### src/rtl/det5_sequencer.sv
// det5_sequencer: 5x5 signed determinant by row-0 Laplace expansion over one time-shared det4 unit.
// Latency: done 11 cycles after start with minor_ack tied high; +1 per ack wait cycle. Optional DET5_SATURATE_EN clamps det.
// Backpressure: minor_req holds each minor stable until minor_ack; start is ignored while busy or in DONE.
module det5_sequencer #(
  parameter int ACC_W       = 32,
  parameter int ACK_TIMEOUT = 0
) (
  input  logic         clk,
  input  logic         rst,
  input  logic         start,
  input  logic [199:0] matrix,
  output logic         busy,
  output logic         done,
  output logic [7:0]   det,
  output logic         ovf,
  output logic [127:0] minor,
  output logic         minor_req,
  input  logic         minor_ack,
  input  logic [7:0]   minor_det,
  input  logic         minor_ovf
);

  typedef enum logic [1:0] {S_IDLE, S_REQ, S_MAC, S_DONE} state_t;

  localparam int TW = (ACK_TIMEOUT > 0) ? $clog2(ACK_TIMEOUT + 1) : 1;
  localparam logic signed [ACC_W-1:0] POS_LIM = ACC_W'(127);
  localparam logic signed [ACC_W-1:0] NEG_LIM = ACC_W'(-128);

  state_t                    state_q, state_d;
  logic [199:0]              mat_q;
  logic [2:0]                j_q;
  logic signed [ACC_W-1:0]   acc_q;
  logic                      sticky_q;
  logic signed [7:0]         mdet_q;
  logic [TW-1:0]             tcnt_q;
  logic [7:0]                det_q;
  logic                      ovf_q;

  logic                      timeout_hit;
  logic signed [7:0]         elem0;
  logic signed [15:0]        prod;
  logic signed [ACC_W-1:0]   term;
  logic signed [ACC_W-1:0]   acc_next;
  logic [7:0]                det_calc;
  logic                      ovf_calc;
  logic [127:0]              minor_c;

  assign timeout_hit = (ACK_TIMEOUT > 0) && (tcnt_q == TW'(ACK_TIMEOUT));

  // Row-0 element selected by the current column.
  always_comb begin
    elem0 = '0;
    for (int c = 0; c < 5; c++) begin
      if (j_q == 3'(c)) elem0 = mat_q[199-8*c -: 8];
    end
  end

  // 8x8 signed product is exact in 16 bits, then sign-extended for accumulation.
  assign prod     = $signed({{8{elem0[7]}}, elem0}) * $signed({{8{mdet_q[7]}}, mdet_q});
  assign term     = {{(ACC_W-16){prod[15]}}, prod};
  assign acc_next = j_q[0] ? (acc_q - term) : (acc_q + term);
  assign ovf_calc = sticky_q | (acc_next > POS_LIM) | (acc_next < NEG_LIM);

  always_comb begin
`ifdef DET5_SATURATE_EN
    if (acc_next > POS_LIM)      det_calc = 8'h7F;
    else if (acc_next < NEG_LIM) det_calc = 8'h80;
    else                         det_calc = acc_next[7:0];
`else
    det_calc = acc_next[7:0];
`endif
  end

  // Minor for column j: rows 1..4 with column j skipped.
  always_comb begin
    minor_c = '0;
    for (int jj = 0; jj < 5; jj++) begin
      if (j_q == 3'(jj)) begin
        for (int r = 0; r < 4; r++) begin
          for (int k = 0; k < 4; k++) begin
            minor_c[127-8*(4*r+k) -: 8] = mat_q[199-8*(5*(r+1)+((k < jj) ? k : k+1)) -: 8];
          end
        end
      end
    end
  end

  always_ff @(posedge clk) begin
    if (rst) state_q <= S_IDLE;
    else     state_q <= state_d;
  end

  always_comb begin
    state_d = state_q;
    case (state_q)
      S_IDLE: if (start) state_d = S_REQ;
      S_REQ: begin
        if (minor_ack)        state_d = S_MAC;
        else if (timeout_hit) state_d = S_DONE;
      end
      S_MAC:  state_d = (j_q == 3'd4) ? S_DONE : S_REQ;
      S_DONE: state_d = S_IDLE;
      default: state_d = S_IDLE;
    endcase
  end

  always_comb begin
    busy      = (state_q == S_REQ) || (state_q == S_MAC);
    done      = (state_q == S_DONE);
    minor_req = (state_q == S_REQ);
    minor     = (state_q == S_REQ) ? minor_c : '0;
    det       = det_q;
    ovf       = ovf_q;
  end

  always_ff @(posedge clk) begin
    if (rst) begin
      mat_q    <= '0;
      j_q      <= '0;
      acc_q    <= '0;
      sticky_q <= 1'b0;
      mdet_q   <= '0;
      tcnt_q   <= '0;
      det_q    <= '0;
      ovf_q    <= 1'b0;
    end else begin
      if (state_q != S_REQ) tcnt_q <= '0;
      else if ((ACK_TIMEOUT > 0) && !minor_ack && !timeout_hit) tcnt_q <= tcnt_q + 1'b1;

      case (state_q)
        S_IDLE: begin
          if (start) begin
            mat_q    <= matrix;
            acc_q    <= '0;
            sticky_q <= 1'b0;
            j_q      <= '0;
          end
        end
        S_REQ: begin
          if (minor_ack) begin
            mdet_q   <= minor_det;
            sticky_q <= sticky_q | minor_ovf;
          end else if (timeout_hit) begin
            sticky_q <= 1'b1;
            det_q    <= '0;
            ovf_q    <= 1'b1;
          end
        end
        S_MAC: begin
          acc_q <= acc_next;
          if (j_q == 3'd4) begin
            det_q <= det_calc;
            ovf_q <= ovf_calc;
          end else begin
            j_q <= j_q + 3'd1;
          end
        end
        default: ;
      endcase
    end
  end

endmodule

### config.mk
export PLATFORM = sky130hd
export DESIGN_NAME = det5_sequencer
export DESIGN_NICKNAME = d
export VERILOG_FILES = /design/src/rtl/det5_sequencer.sv
export SDC_FILE = /design/constraint.sdc
export NUM_CORES = 1
export LEC_CHECK = 0
export CAP_MARGIN = 20
export CORE_ASPECT_RATIO = 0.7
export CORE_MARGIN = 3
export CORE_UTILIZATION = 30
export DETAILED_ROUTE_END_ITERATION = 10
export PLACE_DENSITY = 0.52
export SLEW_MARGIN = 20
export SYNTH_ARGS = -nofsm -noshare
export SYNTH_HDL_FRONTEND = slang
export SYNTH_SLANG_ARGS = --single-unit
### constraint.sdc
create_clock -name clk -period 12.6 [get_ports clk]
set_input_delay 2.52 -clock clk [delete_from_list [all_inputs] [get_ports clk]]
set_output_delay 2.52 -clock clk [all_outputs]
set_load 0.005 [all_outputs]
==> out/qor.csv, run 1 <==
metric,value,unit
Post-CTS Hold Fix Bufs,0,
Hold EP,det[7],
reg2reg start,j_q[0],
total number of vias,15782,
share of layout cells above drive strength 1,3.68,%
final worst-path cycle share,83.7,%
top layer reached by signal wires,met5,
Initial Util,30.6,%
RSZ-0062 raised after global routing,no,
Int Pwr,2.26,mW
register area share after synthesis,31.8,%
H-tree depth,1,
WHS Path Cells,2,
number of global-route vias before repair,15102,
Starting DRT DRC Count,1177,
Final Hold Vio Count,0,
TNS Setup,0,ns
first-pass GRT wire length,89300,um
critical setup path kind,reg -> reg,
Detail Route Antenna Nets,0,
"EDFF count, synth",0,
core area,52600,um^2
critical path capture point type,flip-flop,
startpoint types,flip-flop,
r2r setup slk,2.06,ns
Yosys warnings,0,
DR WL met2,25000,um
setup violators final,0,
RePlAce Congestion,0.899,
Max clock buf depth,3,
TritonRoute pass-1 iters,8,
fin nets,2736,
Setup Skew,0.0139,ns
Sw Pwr,1.77,mW
CP max stage cell,nor2b_1,
largest net degree at the start of global routing,99,
Detailed Place HPWL,43900,um
Post-Syn Instances,2145,
Flop pwr share,25.4,%
Combinational Power Share,52.7,%
maxcap violations,0,
"Top FF cell, synth",dfxtp_1,
top fanout value on the critical path,12,
Die Height,200,um
DR WL met3,3810,um
All-Layer GR Usage,20.0,%
Worst-path clk slew,0.06,ns
Mapped Area,16100,um^2
Hold Crit Class,reg -> reg,
final worst path period need,10.54,ns
CTS tree,yes,
CTS root buffer,clkbuf_16,
design area,21100,um^2
footprint of the multi-input gates,10000,um^2
f_max,94.9,MHz
area occupied by registers,5100,um^2
Synth Net Count,2486,
clk sinks,255,
Leak,7.88,nW
Chip Width,283,um
capture point of the worst reg-to-reg path,ovf,
max_slew headroom,27.0,%
P&R area growth vs syn,31.2,%
outcome,"complete, no violations",
Worst-Margin Slew,1.09,ns
Min-Delay Startpoint,det[7],
power per cell area,191,nW/um^2
PostCTS Resize Cnt,0,
fin. max-slew vios,0,
CP required,13.05,ns
initial antenna violation count,7,
r2r worst-path depth,38,
total wire length,59200,um
vias per cell,5.09,
clock power share,21.9,%
Net Sw Frac,44.0,%
VDD IR-drop max,0.0977,mV
Worst EP arrival,10.99,ns
CTS Buf Count,29,
Worst-Skew Late Latency,0.57,ns
Worst path max stage delay,0.67,ns
Yosys reg bits,255,
M1 WL,29000,um
layout filler cell count,5478,
WL/cell,19.1,um
grt ovf,0,
Synth async-reset ratio,0,%
Cell variety after synth,69,
cell area after placement,20100,um^2
I/O Pins,353,
port bufs,352,
Core Rows,70,
Remaining DRCs,0,
total setup buffers inserted after CTS,0,
Mean Syn Cell Area,7.49,um^2
die area,56400,um^2
[cell usage in the layout (no fill, tap or decap), drive strengths merged, types with 10 or more instances in the layout]
master,n
nand2,541
clkdlybuf4s50,351
a21oi,285
dfxtp,255
inv,107
a22oi,90
nor2,88
nand3,80
nor2b,75
ha,72
a21boi,65
fa,56
and2,46
clkbuf,43
xnor2,40
o21ai,32
xor2,20
buf,18
mux2i,16
nor3,12
a21o,10
a31oi,10
[power by group through the flow]
stage | combinational (mW) | sequential (mW) | clock (mW)
3_3_place_gp | 2.07 | 1.04 | 0
2_1_floorplan | 1.48 | 1.00 | 0
3_5_place_dp | 2.09 | 1.04 | 0
5_1_grt | 2.34 | 1.04 | 0.935
4_1_cts | 2.10 | 1.02 | 0.905
6_report | 2.12 | 1.02 | 0.882
[cell families after synthesis]
kind of cell / synth area share (%)
xor+xnor: 3.41
simple gates: 24.3
buf+inv: 6.18
flops: 31.8
compound gates: 20.6
mux: 1.07
fa+ha+maj: 12.6
[routing by layer]
layer	up-vias	global-route usage [%]
met5	-	0
met1	7554	30.4
met2	450	29.2
li1	7675	-
met3	91	3.46
met4	12	4.84
[metrics by stage]
step	setup slack [ns]	total power, mW	instances	util [%]	hold slack, ns
global placement	2.52	3.11	3046	38.1	0.442
floorplan	3.51	2.48	2145	-	0.436
finish	2.06	4.03	3101	40.1	0.452
CTS	2.12	4.03	3099	40.0	0.455
global route	1.17	4.31	3101	40.1	0.472
detailed placement	2.14	3.13	3047	38.2	0.446
[layout make-up]
type	instances	area share [%]
Timing Repair Buffer	370	17.6
Tap cell	684	4.06
Clock inverter	10	0.618
Antenna cell	1	0.0119
Inverter	108	1.92
Multi-Input combinational cell	1631	47.6
Sequential cell	255	24.2
Clock buffer	42	4.01
[cell usage after synthesis, drive strengths merged (8+ instances only)]
library cell / n / area (um^2)
nand2: 541 / 2040
a21oi: 285 / 1440
dfxtp: 255 / 5100
clkbuf: 140 / 526
inv: 107 / 402
a22oi: 90 / 676
nor2: 88 / 330
nand3: 80 / 400
nor2b: 75 / 469
ha: 72 / 901
a21boi: 65 / 492
fa: 56 / 1120
and2: 46 / 288
xnor2: 40 / 350
o21ai: 32 / 160
xor2: 20 / 175
mux2i: 16 / 160
nor3: 12 / 60.1
buf: 11 / 61.3
a21o: 10 / 75.1
a31oi: 10 / 62.6
nand4: 8 / 50.1
o21bai: 8 / 60.1
[registers in the layout, summed over array words and instances (netlist names)]
register and cells:
mat_q 200, mdet_q 8, j_q 3, sticky_q 1
acc_q 32, ovf 1, det 8, state_q 2
[critical path, delay by kind of cell, from the launching register on]
kind                       cells  cell delay (ns)
AOI/OAI and AO/OA             16             3.57
xor gates and xnor gates       2             0.51
adders and majority gates      8             3.32
buffers and inverters          3             0.26
DFF                            1             0.35
muxes                          1             0.10
and+or+nand+nor                8             2.32
[worst max path at each step]
stage | startpoint | to | slack, ns | cells after the start
floorplan | j_q[0] | ovf | 3.51 | 40
global placement | j_q[0] | ovf | 2.52 | 39
detailed placement | j_q[0] | ovf | 2.14 | 38
CTS | j_q[0] | ovf | 2.12 | 38
global route | j_q[0] | ovf | 1.17 | 38
finish | j_q[0] | ovf | 2.06 | 38
No activity file was read; power rests on OpenSTA's default activity.
==> run 2, diff against run 1 <==
clock period = 10.8 ns   (was 12.6 ns; I/O delays follow)
==> run 2 against run 1 <==
Against the previous run:
- non-clock buffer count is 6 higher
- clock power is 18% higher
- critical path depth is 1 lower
- critical path type unchanged
==> out/qor.csv, run 2 (synthesis results as in run 1) <==
metric,value,unit
Worst-Skew Late Latency,0.57,ns
fin. max-slew vios,0,
Initial Util,30.6,%
Worst path max stage delay,0.69,ns
startpoint types,flip-flop,
port bufs,352,
Setup WS post-layout,0.767,ns
Worst EP arrival,10.49,ns
outcome,"complete, no violations",
clk sinks,255,
critical path capture point type,flip-flop,
Biggest register,mat_q,
cell family contributing the most delay on the critical path,compound AO/OA/AOI/OAI gates,
total setup buffers inserted after CTS,0,
CP max stage cell,a21oi_1,
final worst-path cycle share,92.9,%
Starting DRT DRC Count,1044,
TritonRoute pass-1 iters,5,
H-tree depth,1,
vias per cell,5.11,
P&R area growth vs syn,31.7,%
critical setup path kind,reg -> reg,
CP required,11.26,ns
largest net degree at the start of global routing,99,
worst path buffer plus inverter count,3,
Top Registers,"mat_q (200), acc_q (32)",
VDD IR-drop max,0.113,mV
grt ovf,0,
CTS tree,yes,
number of flip-flops under the largest register name,200,
first-pass GRT wire length,89700,um
total number of vias,15887,
I/O Pins,353,
Worst-Margin Slew,1.09,ns
Detailed Place HPWL,43600,um
Max clock buf depth,3,
Detail Route Antenna Nets,0,
Placement Setup Slack,0.656,ns
top fanout value on the critical path,12,
cell area after placement,20100,um^2
setup violators final,0,
power per cell area,223,nW/um^2
Final Hold Vio Count,0,
"Core Util, Final",40.2,%
Remaining DRCs,0,
total wire length,59300,um
share of layout cells above drive strength 1,4.16,%
RePlAce Congestion,0.923,
max_slew headroom,27.1,%
Core Rows,70,
maxcap violations,0,
All-Layer GR Usage,20.0,%
die area,56400,um^2
core area,52600,um^2
design area,21100,um^2
Leak,7.92,nW
WHS,0.453,ns
Hold Crit Class,reg -> reg,
number of global-route vias before repair,15254,
"commonest non-fill, non-tap cell in the layout",nand2_1,
RSZ-0062 raised after global routing,no,
Chip Width,283,um
fin nets,2743,
Setup Skew,0.0132,ns
CTS Buf Count,30,
TNS Setup,0,ns
Die Height,200,um
initial antenna violation count,3,
final worst path period need,10.03,ns
Worst-path clk slew,0.06,ns
f_max,99.7,MHz
CTS root buffer,clkbuf_16,
most frequent cells in the layout,"nand2_1, clkdlybuf4s50_1, a21oi_1",
WL/cell,19.1,um
==> run 2: cell count changes in the layout (fill, tap and decap cells not counted), sizes merged <==
cell and delta:
clkbuf +3, clkinvlp -1, bufinv -1, buf +6
clkinv +3
==> run 2: final cells by class <==
class,count,area (um^2)
Fill cell,5431,31400
Multi-Input combinational cell,1631,10000
Sequential cell,255,5100
Timing Repair Buffer,376,3730
Clock buffer,45,888
Tap cell,684,856
Inverter,108,405
Clock inverter,11,123
Antenna cell,1,2.50
==> run 2: power breakdown <==
group          leakage, nW  internal, mW  total [mW]  switching, mW
registers             2.08          1.08        1.19          0.110
logic                 5.34         0.940        2.48           1.54
clock network        0.495         0.615        1.04          0.425
total                 7.92          2.64        4.71           2.07
==> run 2: path summary, 6_finish.rpt <==
check / start / end / slack (ns) / cells after the start
max: j_q[0] / ovf / 0.77 / 37
min: mat_q[190] / mat_q[190] / 0.45 / 2
max reg2reg: j_q[0] / ovf / 0.77 / 37
min reg2reg: mat_q[190] / mat_q[190] / 0.45 / 2
==> run 2: timing repair <==
action,CTS,global route
hold buffers,0,0
gates resized for setup,0,3
endpoints found under the hold margin,0,0
endpoints found under the setup margin,0,2
==> run 2: worst min-delay path, stage by stage, from the launching register on <==
cell and delay, ns:
dfxtp_1 0.31, nand2_1 0.05, a21oi_1 0.05
==> run 2: layer usage <==
metal  track usage [%]  wire length, um  up-vias
met3              3.49             3370       90
met4              5.26             1410        6
li1                  -                -     7686
met1              30.1            29500     7643
met2              29.2            25000      462
met5                 0               45        -
==> run 2: metrics by stage <==
step,instances,total power [mW]
2_1_floorplan,2145,2.89
3_3_place_gp,3053,3.64
3_5_place_dp,3053,3.63
4_1_cts,3109,4.70
5_1_grt,3110,5.04
6_report,3111,4.71
==> run 3, diff against run 2 <==
SLEW_MARGIN = not set   (was 20)
==> run 3 against run 2 <==
Against the previous run:
- non-clock buffer count up 1
- combinational power is essentially flat
- die area unchanged
- setup slack improved by 0.038 ns
- clock-buffer cell count did not move
- flip-flop and latch count stayed put
- fmax up 0.38%
- core utilization hardly changed
- final cell count hardly changed
- register-to-register slack improved by 0.04 ns
- worst hold slack about the same
==> out/qor.csv, run 3 (synthesis results as in run 1) <==
metric,value,unit
outcome,"complete, no violations",
Worst-Skew Late Latency,0.57,ns
CTS root buffer,clkbuf_16,
TNS Setup,0,ns
top fanout value on the critical path,12,
critical setup path kind,reg -> reg,
most frequent cells in the layout,"nand2_1, clkdlybuf4s50_1, a21oi_1",
fin. max-slew vios,0,
Detailed Place HPWL,43600,um
"Core Util, Final",40.2,%
Worst EP arrival,10.45,ns
fin nets,2744,
share of layout cells above drive strength 1,4.16,%
P&R area growth vs syn,31.7,%
die area,56400,um^2
area occupied by registers,5100,um^2
Worst-Margin Slew,1.09,ns
vias per cell,5.11,
total number of vias,15898,
Final Hold Vio Count,0,
CP required,11.26,ns
Min-Delay Startpoint,mat_q[117],
number of flip-flops under the largest register name,200,
Setup WS post-layout,0.805,ns
Chip Width,283,um
Setup Skew,0.0127,ns
Max clock buf depth,3,
Core Rows,70,
port bufs,352,
final worst path period need,9.99,ns
setup violators final,0,
reg2reg start,j_q[0],
I/O Pins,353,
f_max,100,MHz
All-Layer GR Usage,20.0,%
final worst-path cycle share,92.5,%
"commonest non-fill, non-tap cell in the layout",nand2_1,
critical path capture point type,flip-flop,
largest net degree at the start of global routing,99,
Remaining DRCs,0,
number of global-route vias before repair,15254,
RePlAce Congestion,0.923,
clk sinks,255,
startpoint types,flip-flop,
CTS Buf Count,30,
layout filler cell count,5425,
power per cell area,223,nW/um^2
Die Height,200,um
Biggest register,mat_q,
first-pass GRT wire length,89700,um
VDD IR-drop max,0.113,mV
CTS tree,yes,
Post-CTS Hold Fix Bufs,0,
Hold Crit Class,reg -> reg,
maxcap violations,0,
Worst-path clk slew,0.06,ns
Worst path max stage delay,0.69,ns
CP max stage cell,a21oi_1,
Detail Route Antenna Nets,0,
Placement Setup Slack,0.656,ns
CP startpoint,j_q[0],
max_slew headroom,26.9,%
total wire length,59300,um
TritonRoute pass-1 iters,5,
WL/cell,19.1,um
cell area after placement,20100,um^2
grt ovf,0,
core area,52600,um^2
RSZ-0062 raised after global routing,no,
H-tree depth,1,
Initial Util,30.6,%
Top Registers,"mat_q (200), acc_q (32)",
r2r setup slk,0.81,ns
design area,21100,um^2
footprint of the multi-input gates,10000,um^2
initial antenna violation count,3,
Leak,7.93,nW
Starting DRT DRC Count,1131,
run 3: changes by cell type in the layout (fill, tap and decap cells not counted):
cell	delta
and2_1	+1
and2_2	-1
buf_12	+1
buf_16	-1
buf_8	+1
run 3: per-layer routing:
layer	track usage [%]	routed length (um)	vias up
met3	3.49	3580	90
met1	30.1	29400	7626
met2	29.2	24900	487
met5	0	45	-
li1	-	-	7689
met4	5.26	1380	6
run 3: worst max-delay path: cells and delay by family, from the launching register on:
| family | cells | cell delay (ns) |
|---|---|---|
| adder cells (fa/ha/maj) | 8 | 3.25 |
| XOR/XNOR | 2 | 0.49 |
| AO/OA/AOI/OAI | 15 | 3.33 |
| buffers and inverters | 3 | 0.28 |
| flip-flops | 1 | 0.36 |
| multiplexers | 1 | 0.09 |
| AND/OR/NAND/NOR | 8 | 2.09 |
run 3: path summary, 6_finish.rpt:
kind,endpoint,cells past startpoint
worst max register to register,ovf,37
worst min-delay path,mat_q[117],2
worst max-delay path,ovf,37
worst min register to register,mat_q[117],2
run 3: power by group:
group	internal (mW)	total, mW	leakage, nW	switching [mW]
clock network	0.615	1.04	0.495	0.425
logic	0.939	2.48	5.35	1.54
registers	1.08	1.19	2.08	0.110
run 3: per-stage QoR:
stage / instances / power, mW / hold WS, ns
2_1_floorplan: 2145 / 2.89 / 0.436
3_3_place_gp: 3053 / 3.64 / 0.443
3_5_place_dp: 3053 / 3.63 / 0.446
4_1_cts: 3109 / 4.70 / 0.454
5_1_grt: 3111 / 5.03 / 0.469
6_report: 3112 / 4.71 / 0.453
run 3: final cells by class:
cell class | instances | area share (%)
repair buffers | 377 | 17.7
flip-flops and latches | 255 | 24.1
clock buffers | 45 | 4.20
clock inverters | 11 | 0.580
multi-input cells | 1631 | 47.4
diodes | 1 | 0.0118
well taps | 684 | 4.05
inverters | 108 | 1.92
run 3: timing repair:
| action | 4_1_cts | 5_1_grt |
|---|---|---|
| resized for setup | 0 | 3 |
| endpoints found under the setup margin | 0 | 2 |
| setup buffers | 0 | 0 |
